<file path="src/rtl/sdram_arbiter.sv">
// sdram_arbiter: round-robin two-master Avalon-MM arbiter in front of one SDRAM controller port.
//   Ports:
//     clk, rst_n                    single clock and asynchronous active-low reset
//     m0_*, m1_*                    Avalon-MM slave ports facing the two masters
//     avalon_sdram_*                Avalon-MM master port facing the SDRAM controller
//     rd_orphan_o                   sticky flag, set when read data returns with no read outstanding
//   Read returns are steered to the issuing master through an in-order 1-bit ID FIFO.
module sdram_arbiter #(
  parameter int ADDR_W     = 24,
  parameter int DATA_W     = 16,
  parameter int BE_W       = 2,
  parameter int PEND_DEPTH = 8
) (
  input  logic              clk,
  input  logic              rst_n,
  input  logic [ADDR_W-1:0] m0_address_i,
  input  logic [BE_W-1:0]   m0_byteenable_n_i,
  input  logic [DATA_W-1:0] m0_writedata_i,
  input  logic              m0_read_n_i,
  input  logic              m0_write_n_i,
  output logic [DATA_W-1:0] m0_readdata_o,
  output logic              m0_readdatavalid_o,
  output logic              m0_waitrequest_o,
  input  logic [ADDR_W-1:0] m1_address_i,
  input  logic [BE_W-1:0]   m1_byteenable_n_i,
  input  logic [DATA_W-1:0] m1_writedata_i,
  input  logic              m1_read_n_i,
  input  logic              m1_write_n_i,
  output logic [DATA_W-1:0] m1_readdata_o,
  output logic              m1_readdatavalid_o,
  output logic              m1_waitrequest_o,
  output logic [ADDR_W-1:0] avalon_sdram_address_o,
  output logic [BE_W-1:0]   avalon_sdram_byteenable_n_o,
  output logic              avalon_sdram_chipselect_o,
  output logic [DATA_W-1:0] avalon_sdram_writedata_o,
  output logic              avalon_sdram_read_n_o,
  output logic              avalon_sdram_write_n_o,
  input  logic [DATA_W-1:0] avalon_sdram_readdata_i,
  input  logic              avalon_sdram_readdatavalid_i,
  input  logic              avalon_sdram_waitrequest_i,
  output logic              rd_orphan_o
);
  localparam int PW = $clog2(PEND_DEPTH);
  typedef enum logic {IDLE, BUSY} state_t;
  state_t state_q, state_d;
  logic owner_q, owner_d, prio_q, prio_d;
  logic orphan_q;
  logic [PEND_DEPTH-1:0] fifo_q;
  logic [PW-1:0] wr_q, rd_q;
  logic [PW:0] cnt_q;
  logic rd0, rd1, wr0, wr1, el0, el1, full;
  logic own_rd, own_wr, blocked, active, accept, push, pop, head;
  // Both strobes low is treated as a write, so a read is only read_n low with write_n high.
  assign wr0 = ~m0_write_n_i;
  assign wr1 = ~m1_write_n_i;
  assign rd0 = ~m0_read_n_i & m0_write_n_i;
  assign rd1 = ~m1_read_n_i & m1_write_n_i;
  assign full = cnt_q == (PW+1)'(PEND_DEPTH);
  // A read that cannot issue does not compete for the port, so the other master's write can still proceed.
  assign el0 = wr0 | (rd0 & ~full);
  assign el1 = wr1 | (rd1 & ~full);
  assign own_rd = owner_q ? rd1 : rd0;
  assign own_wr = owner_q ? wr1 : wr0;
  assign blocked = own_rd & full;
  assign active = (state_q == BUSY) & ~blocked & (own_rd | own_wr);
  assign accept = active & ~avalon_sdram_waitrequest_i;
  assign push = accept & own_rd;
  assign pop = avalon_sdram_readdatavalid_i & (cnt_q != '0);
  assign head = fifo_q[rd_q];
  always_ff @(posedge clk or negedge rst_n)
    if (!rst_n) state_q <= IDLE;
    else state_q <= state_d;
  always_comb begin
    state_d = state_q;
    owner_d = owner_q;
    prio_d = accept ? ~owner_q : prio_q;
    if (state_q == IDLE) begin
      if (el0 | el1) begin
        state_d = BUSY;
        owner_d = (el0 & el1) ? prio_q : el1;
      end
    end else if (accept | ~(own_rd | own_wr)) begin
      state_d = IDLE;
    end
  end
  always_comb begin
    avalon_sdram_address_o      = active ? (owner_q ? m1_address_i : m0_address_i) : '0;
    avalon_sdram_writedata_o    = active ? (owner_q ? m1_writedata_i : m0_writedata_i) : '0;
    avalon_sdram_byteenable_n_o = active ? (owner_q ? m1_byteenable_n_i : m0_byteenable_n_i) : '1;
    avalon_sdram_chipselect_o   = active;
    avalon_sdram_read_n_o       = ~(active & own_rd);
    avalon_sdram_write_n_o      = ~(active & own_wr);
    m0_waitrequest_o            = ~(accept & ~owner_q);
    m1_waitrequest_o            = ~(accept & owner_q);
    m0_readdatavalid_o          = pop & ~head;
    m1_readdatavalid_o          = pop & head;
    m0_readdata_o               = avalon_sdram_readdata_i;
    m1_readdata_o               = avalon_sdram_readdata_i;
    rd_orphan_o                 = orphan_q;
  end
  always_ff @(posedge clk or negedge rst_n)
    if (!rst_n) begin
      owner_q  <= 1'b0;
      prio_q   <= 1'b0;
      orphan_q <= 1'b0;
      fifo_q   <= '0;
      wr_q     <= '0;
      rd_q     <= '0;
      cnt_q    <= '0;
    end else begin
      owner_q <= owner_d;
      prio_q  <= prio_d;
      if (push) begin
        fifo_q[wr_q] <= owner_q;
        wr_q <= wr_q + 1'b1;
      end
      if (pop) rd_q <= rd_q + 1'b1;
      cnt_q <= cnt_q + (PW+1)'(push) - (PW+1)'(pop);
      if (avalon_sdram_readdatavalid_i & (cnt_q == '0)) orphan_q <= 1'b1;
    end
endmodule

</file>
<file path="config.mk">
export PLATFORM = sky130hd
export DESIGN_NAME = sdram_arbiter
export DESIGN_NICKNAME = d
export VERILOG_FILES = /design/src/rtl/sdram_arbiter.sv
export SDC_FILE = /design/constraint.sdc
export NUM_CORES = 1
export LEC_CHECK = 0
export CORE_MARGIN = 5
export CORE_UTILIZATION = 35
export CTS_BUF_LIST = sky130_fd_sc_hd__clkbuf_8
export DETAILED_ROUTE_END_ITERATION = 6
export GPL_ROUTABILITY_DRIVEN = 0
export HOLD_SLACK_MARGIN = 0.08
export PLACE_DENSITY = 0.95
export SETUP_SLACK_MARGIN = 0.1
export SLEW_MARGIN = 15
export SYNTH_ARGS = -nofsm -noshare
export SYNTH_HDL_FRONTEND = slang
export SYNTH_SLANG_ARGS = --single-unit
export TNS_END_PERCENT = 10
</file>
<file path="constraint.sdc">
create_clock -name clk -period 3.4 [get_ports clk]
set_input_delay 0.34 -clock clk [delete_from_list [all_inputs] [get_ports clk]]
set_output_delay 0.34 -clock clk [all_outputs]
set_load 0.01 [all_outputs]
</file>
# [Word level (Yosys, flattened, before mapping)]
# Index checks and enable logic that the tools add are counted.
[word_totals] regBits=22 in_bits=108 out_inout_bits=82 elab_cells=75
[op_classes] add_sub_neg=4 order_cmp=3 eq_ne=1 n_mux=17 n_bitwise=38 reduce_logical=4
[op_table] cell="2-to-1 mux 24 bit" count=2
[op_table] cell="2-to-1 mux 16 bit" count=2
[op_table] cell="bitwise AND 1 bit" count=18
[op_table] cell="NOT 1 bit" count=15
[op_table] cell="bitwise mux 8 bit" count=1
[op_table] cell="less-than comparator 3 x 4 -> 1 bit, second input constant" count=2
[op_table] cell="2-to-1 mux 1 bit" count=8
[op_table] cell="adder 3 x 1 -> 3 bit, second input constant" count=2
[op_table] cell="OR 1 bit" count=5
[op_table] cell="adder 4 x 1 -> 4 bit" count=1
[op_table] cell="== test 4 bit, second input constant" count=1
[op_table] cell="zero test 4 bit" count=1
[op_table] cell="2-to-1 mux 2 bit" count=2
[op_table] cell="nonzero test 4 bit" count=1
[op_table] cell="subtractor 4 x 1 -> 4 bit" count=1
[op_table] cell="binary-select mux 1 bit (select 3 bit)" count=1
[op_table] cell="demux 1 bit (select 3 bit)" count=1
[op_table] cell="greater-or-equal comparator 3 x 1 -> 1 bit, second input constant" count=1
[op_table] cell="AND reduction 2 bit" count=1
[op_table] cell="logical AND 1 bit" count=1

# [Logic depth before layout (Yosys ltp)]
# Gate-level depths: netlist of the first run.
[logic_depth] word_depth=11 ltp_mapped=11 ltp_nobuf=11

# [Worst setup path before layout of the first run]
# OpenSTA, ideal clock, no wires.
[synth_path] path_type="flip-flop to flip-flop" startpoint="register cnt_q[2]" endpoint="register cnt_q[2]" setup_ns=0.123 arrival_time_ns=2.110 t_required_ns=3.277 setup_slack_ns=1.167 path_stages_with_launch=12 path_cell_list="dfrtp_1 -> inv_1 -> ha_1 -> or3b_1 -> o211a_1 -> inv_1 -> ha_1 -> inv_1 -> ha_1 -> inv_1 -> fa_1 -> xnor2_1"
[synth_via] elab_chain_len=9 word_cells_on_any_way=11 cone_classes="add/sub: 2; eq/ne: 1; bitwise: 7; reduce/logical: 1"
[synth_rtl] element="start: declaration" line="50" rtl="logic [PW:0] cnt_q;"
[synth_rtl] element="start signal: assignment" line="118" rtl="cnt_q <= cnt_q + (PW+1)'(push) - (PW+1)'(pop);"
[synth_rtl] element="== test 4 bit" line="58" rtl="assign full = cnt_q == (PW+1)'(PEND_DEPTH);"
[synth_rtl] element="bitwise AND 1 bit" line="64" rtl="assign blocked = own_rd & full;"
[synth_rtl] element="NOT 1 bit" line="65" rtl="assign active = (state_q == BUSY) & ~blocked & (own_rd | own_wr);"
[synth_rtl] element="bitwise AND 1 bit (2 in a row)" line="65"
[synth_rtl] element="bitwise AND 1 bit" line="66" rtl="assign accept = active & ~avalon_sdram_waitrequest_i;"
[synth_rtl] element="bitwise AND 1 bit" line="67" rtl="assign push = accept & own_rd;"
[synth_rtl] element="adder 4 x 1 -> 4 bit" line="118"
[synth_rtl] element="subtractor 4 x 1 -> 4 bit (*)" line="118"
# Every way passes the cells marked *; elsewhere a longest branch is shown, timed or not.
# A chain may end at the register's enable or synchronous reset.

# [Final worst setup path of the first run]
[layout_path] startpoint="input m1_read_n_i" endpoint="output avalon_sdram_address_o[10]"
[layout_via] elab_chain_len=8 word_cells_on_any_way=9 cone_classes="mux: 2; bitwise: 7"
[layout_rtl] element="start: declaration" line="27" rtl="input logic m1_read_n_i,"
[layout_rtl] element="NOT 1 bit (*)" line="57" rtl="assign rd1 = ~m1_read_n_i & m1_write_n_i;"
[layout_rtl] element="bitwise AND 1 bit (*)" line="57"
[layout_rtl] element="2-to-1 mux 1 bit (*)" line="62" rtl="assign own_rd = owner_q ? rd1 : rd0;"
[layout_rtl] element="bitwise AND 1 bit" line="64"
[layout_rtl] element="NOT 1 bit" line="65"
[layout_rtl] element="bitwise AND 1 bit" line="65"
[layout_rtl] element="bitwise AND 1 bit (*)" line="65"
[layout_rtl] element="2-to-1 mux 24 bit (*)" line="87" rtl="avalon_sdram_address_o = active ? (owner_q ? m1_address_i : m0_address_i) : '0;"
[layout_rtl] element="end: declaration" line="32" rtl="output logic [ADDR_W-1:0] avalon_sdram_address_o,"
# Marks and branches as above.

==> results of run 1 <==
## cell usage in the layout (no fill, tap or decap), types with 2 or more instances in the layout
cell type,synthesis,final
sky130_fd_sc_hd__inv_1,11,11
sky130_fd_sc_hd__mux2_1,4,4
sky130_fd_sc_hd__and3b_1,2,2
sky130_fd_sc_hd__xor2_1,3,3
sky130_fd_sc_hd__clkdlybuf4s50_1,0,141
sky130_fd_sc_hd__a21oi_1,2,2
sky130_fd_sc_hd__mux2i_1,41,41
sky130_fd_sc_hd__nor3b_1,2,2
sky130_fd_sc_hd__and3_1,2,2
sky130_fd_sc_hd__o21ai_0,3,3
sky130_fd_sc_hd__ha_1,8,8
sky130_fd_sc_hd__nand3_1,6,6
sky130_fd_sc_hd__mux4_2,2,2
sky130_fd_sc_hd__clkbuf_8,0,3
sky130_fd_sc_hd__mux2_2,6,6
sky130_fd_sc_hd__buf_4,32,4
sky130_fd_sc_hd__nand4_1,4,4
sky130_fd_sc_hd__a31oi_1,2,2
sky130_fd_sc_hd__nor2b_1,3,3
sky130_fd_sc_hd__nand2_1,6,6
sky130_fd_sc_hd__dfrtp_1,22,21
sky130_fd_sc_hd__nor3_1,2,2
sky130_fd_sc_hd__xnor2_1,3,3
sky130_fd_sc_hd__a211o_1,2,2
sky130_fd_sc_hd__nor2_1,41,41
## final cells by class
| cell class | instances | share of cell area [%] |
|---|---|---|
| Sequential cell | 22 | 15.9 |
| Clock buffer | 3 | 1.19 |
| Inverter | 11 | 1.19 |
| Timing Repair Buffer | 145 | 41.6 |
| Multi-Input combinational cell | 161 | 36.6 |
| Clock inverter | 1 | 0.866 |
| Tap cell | 75 | 2.71 |
## final timing paths
check                                             end  slack (ns)  depth (start not counted)   startpoint
setup / recovery           avalon_sdram_address_o[10]        0.43                          7  m1_read_n_i
hold / removal                            rd_orphan_o        0.47                          1  rd_orphan_o
setup reg to reg                             cnt_q[2]        0.90                         11     cnt_q[2]
hold reg to reg                           rd_orphan_o        0.47                          1  rd_orphan_o
max in group asynchronous                     owner_q        2.12                          1        rst_n
min in group asynchronous                 rd_orphan_o        0.61                          1        rst_n
## routing by layer
| metal | GRT usage [%] | wire length [µm] | share of wire [%] | up-vias |
|---|---|---|---|---|
| li1 | - | - | - | 996 |
| met5 | 0 | 0 | 0 | - |
| met1 | 17.3 | 2440 | 35 | 918 |
| met2 | 30.1 | 3880 | 55 | 79 |
| met3 | 2.76 | 519 | 7.3 | 22 |
| met4 | 7.71 | 238 | 3.4 | 0 |
## report_power, final
group,internal (mW),switching (mW)
clock network,0.157,0.0880
logic,0.928,0.770
registers,0.387,0.135
## flip-flops by register name, indices dropped and copies added (netlist names)
| register | flops |
|---|---|
| fifo_q | 8 |
| owner_q | 1 |
| rd_orphan_o | 1 |
| rd_q | 3 |
| state_q | 1 |
| cnt_q | 4 |
| prio_q | 1 |
| wr_q | 3 |
## critical path, cell delays in order
cell and delay (ns):
sky130_fd_sc_hd__clkdlybuf4s50_1 0.54, sky130_fd_sc_hd__and3b_1 0.23, sky130_fd_sc_hd__o21ai_2 0.25, sky130_fd_sc_hd__nand3_4 0.30, sky130_fd_sc_hd__buf_4 0.29, sky130_fd_sc_hd__nor2_1 0.12, sky130_fd_sc_hd__clkdlybuf4s50_1 0.55
## cell families (layout without fill, tap and decap cells)
logic type,count (synthesis),after routing
and+or+nand+nor,78,78
buffers and inverters,55,160
muxes,53,53
DFF,22,22
AOI/OAI and AO/OA,15,15
adders and majority gates,9,9
xor gates and xnor gates,6,6
## synthesized netlist by cell type, types with 2 or more instances
cell type / count
sky130_fd_sc_hd__buf_2: 5
sky130_fd_sc_hd__inv_1: 11
sky130_fd_sc_hd__o21ai_0: 3
sky130_fd_sc_hd__a21oi_1: 2
sky130_fd_sc_hd__nor2b_1: 3
sky130_fd_sc_hd__a31oi_1: 2
sky130_fd_sc_hd__a211o_1: 2
sky130_fd_sc_hd__mux2i_1: 41
sky130_fd_sc_hd__xor2_1: 3
sky130_fd_sc_hd__dfrtp_1: 22
sky130_fd_sc_hd__nor3b_1: 2
sky130_fd_sc_hd__mux4_2: 2
sky130_fd_sc_hd__nand2_1: 6
sky130_fd_sc_hd__mux2_2: 6
sky130_fd_sc_hd__ha_1: 8
sky130_fd_sc_hd__nor2_1: 41
sky130_fd_sc_hd__buf_6: 6
sky130_fd_sc_hd__mux2_1: 4
sky130_fd_sc_hd__xnor2_1: 3
sky130_fd_sc_hd__and3b_1: 2
sky130_fd_sc_hd__nand4_1: 4
sky130_fd_sc_hd__buf_4: 32
sky130_fd_sc_hd__and3_1: 2
sky130_fd_sc_hd__nand3_1: 6
sky130_fd_sc_hd__nor3_1: 2
==> results.yml, run 1 <==
pwr:
  p_per_area_nw_per_um2: 711
  ir_worst_vdd_mv: 0.713
  power.leakage_nw: 1.54
  power_mw: 2.47
cts:
  ctsHoldBuffers: 0
  clockRootBuffer: "sky130_fd_sc_hd__clkbuf_8"
  numCtsBuffers: 3
  path_clk_slew_ns: 0.08
  number_of_sinks_handled_by_clock_tree_synthesis: 22
  clkLatencyLatePin_ns: 0.27
  postCtsSetupBuffers: 0
  cts_max_level: 1
  max-clock-path-buffers: 2
  cts_tree: "done"
  cts-resized-gates: 0
global_route:
  grt_first_pass_wirelength_um: 10100
  first_global_vias: 2089
  grtUsageTotal_pct: 16.1
  globalRoute.totalOverflow: 0
  antenna_found_initial: 0
  grt_start_max_net_pins: 58
route:
  finalWirelength_um: 7080
  via_total_after_detailed_routing: 2015
  drtAntennaViolNets: 0
  firstDrtPassIters: 4
  drc: 0
  post_drt_wl_per_cell_um: 16.9
  vias_per_cell: 4.82
  first_drt_iteration_drcs: 50
synthesis:
  combinational_family_with_the_most_area_after_synthesis: "multiplexers"
  post-synth-top-area-fraction_pct: 25.1
  synthesis.nets: 355
  synth-xor-area-share_pct: 2.39
  synth_simple_gate_area_share_pct: 18.6
  post-synth-top-area-cell: "sky130_fd_sc_hd__dfrtp_1"
  yosysSeqAreaShare_pct: 25.1
  ys_top_cells_by_area: "sky130_fd_sc_hd__dfrtp_1 (25%), sky130_fd_sc_hd__mux2i_1 (19%), sky130_fd_sc_hd__buf_4 (11%)"
  yosys_most_used_dff: "sky130_fd_sc_hd__dfrtp_1"
  syn-mean-instance-area_um2: 9.23
  synth.area.mux_share_pct: 25.9
  synth_async_sr_flop_share_pct: 100
  synth_compound_gate_area_share_pct: 5.41
  syn-cell-area_um2: 2200
  yosys.area_share.adder_pct: 5.47
  yosys_warnings: 0
  syn_inst: 238
  netlist-cell-type-count: 43
  synth_enable_flop_cells: 0
  ff_latch_count_synth: 22
finish:
  multi_input_area_um2: 1270
  share_of_final_layout_standard_cells_stronger_than_drive_strength_1_pct: 7.00
  synthToLayoutAreaGrowth_pct: 57.9
  post-route-util_pct: 57.5
  nFillCells: 499
  sequential_cell_area_um2: 552
  finish.instance_area_um2: 3470
  n_antenna_cell: 0
  finalNonFillerCells: 418
  final_nets: 461
sta:
  final.hold.worst_slack_ns: 0.472
  timing_max_transition_violations_final: 0
  rel_slew_slack_pct: 34.3
  worstMarginPinSlew_ns: 0.983
  report.final.hold_viol_count: 0
  grt_setup_unrepaired: "false"
  finalSetupViolCount: 0
  final.period_utilization_pct: 87.2
  tns_ns: 0
  peak_freq_mhz: 337
  finalClockSkew_ns: 0.00629
  setup_ws_ns: 0.435
  period_minus_ws_final_ns: 2.97
critical_path:
  critPathLaunchType: "input pin"
  critical_path.max_fanout: 27
  cp.required_ns: 3.06
  crit_path_end_kind: "output pin"
  data_arrival_at_the_endpoint_of_the_critical_path_ns: 2.63
  worst-setup-path-type: "in -> out"
place:
  portBuffers: 141
  pre_cts_ws_ns: 0.418
  placed_instances: 414
  placed_area_um2: 3400
  detailed_place_hpwl_um: 5980
die:
  pin_count: 190
  floorplan.die.height_um: 89.2
  initial_utilization_pct: 36.4
  placementRows: 28
  fp.coreArea_um2: 6030
  design.die.area_um2: 7960
  die_x_um: 89.2
run:
  maxCapViolCount: 0
hold_path:
  hold_path_class: "reg -> reg"
outcome:
  result_of_the_run: "finished clean"
No activity file was read; power rests on OpenSTA's default activity.
==> run 2, diff against run 1 <==
--- a/config.mk
+++ b/config.mk
@@ -13,7 +13,7 @@
 export HOLD_SLACK_MARGIN = 0.08
 export PLACE_DENSITY = 0.95
 export SETUP_SLACK_MARGIN = 0.1
-export SLEW_MARGIN = 15
+export SLEW_MARGIN = 10
 export SYNTH_ARGS = -nofsm -noshare
 export SYNTH_HDL_FRONTEND = slang
 export SYNTH_SLANG_ARGS = --single-unit
==> results of run 2 <==
Final layout, timing and power as in run 1 (identical DEF).
==> run 3, diff against run 2 <==
--- a/config.mk
+++ b/config.mk
@@ -5,6 +5,7 @@
 export SDC_FILE = /design/constraint.sdc
 export NUM_CORES = 1
 export LEC_CHECK = 0
+export ABC_CLOCK_PERIOD_IN_PS = 3400
 export CORE_MARGIN = 5
 export CORE_UTILIZATION = 35
 export CTS_BUF_LIST = sky130_fd_sc_hd__clkbuf_8
==> results of run 3 <==
Final layout, timing and power as in run 1 (identical DEF).
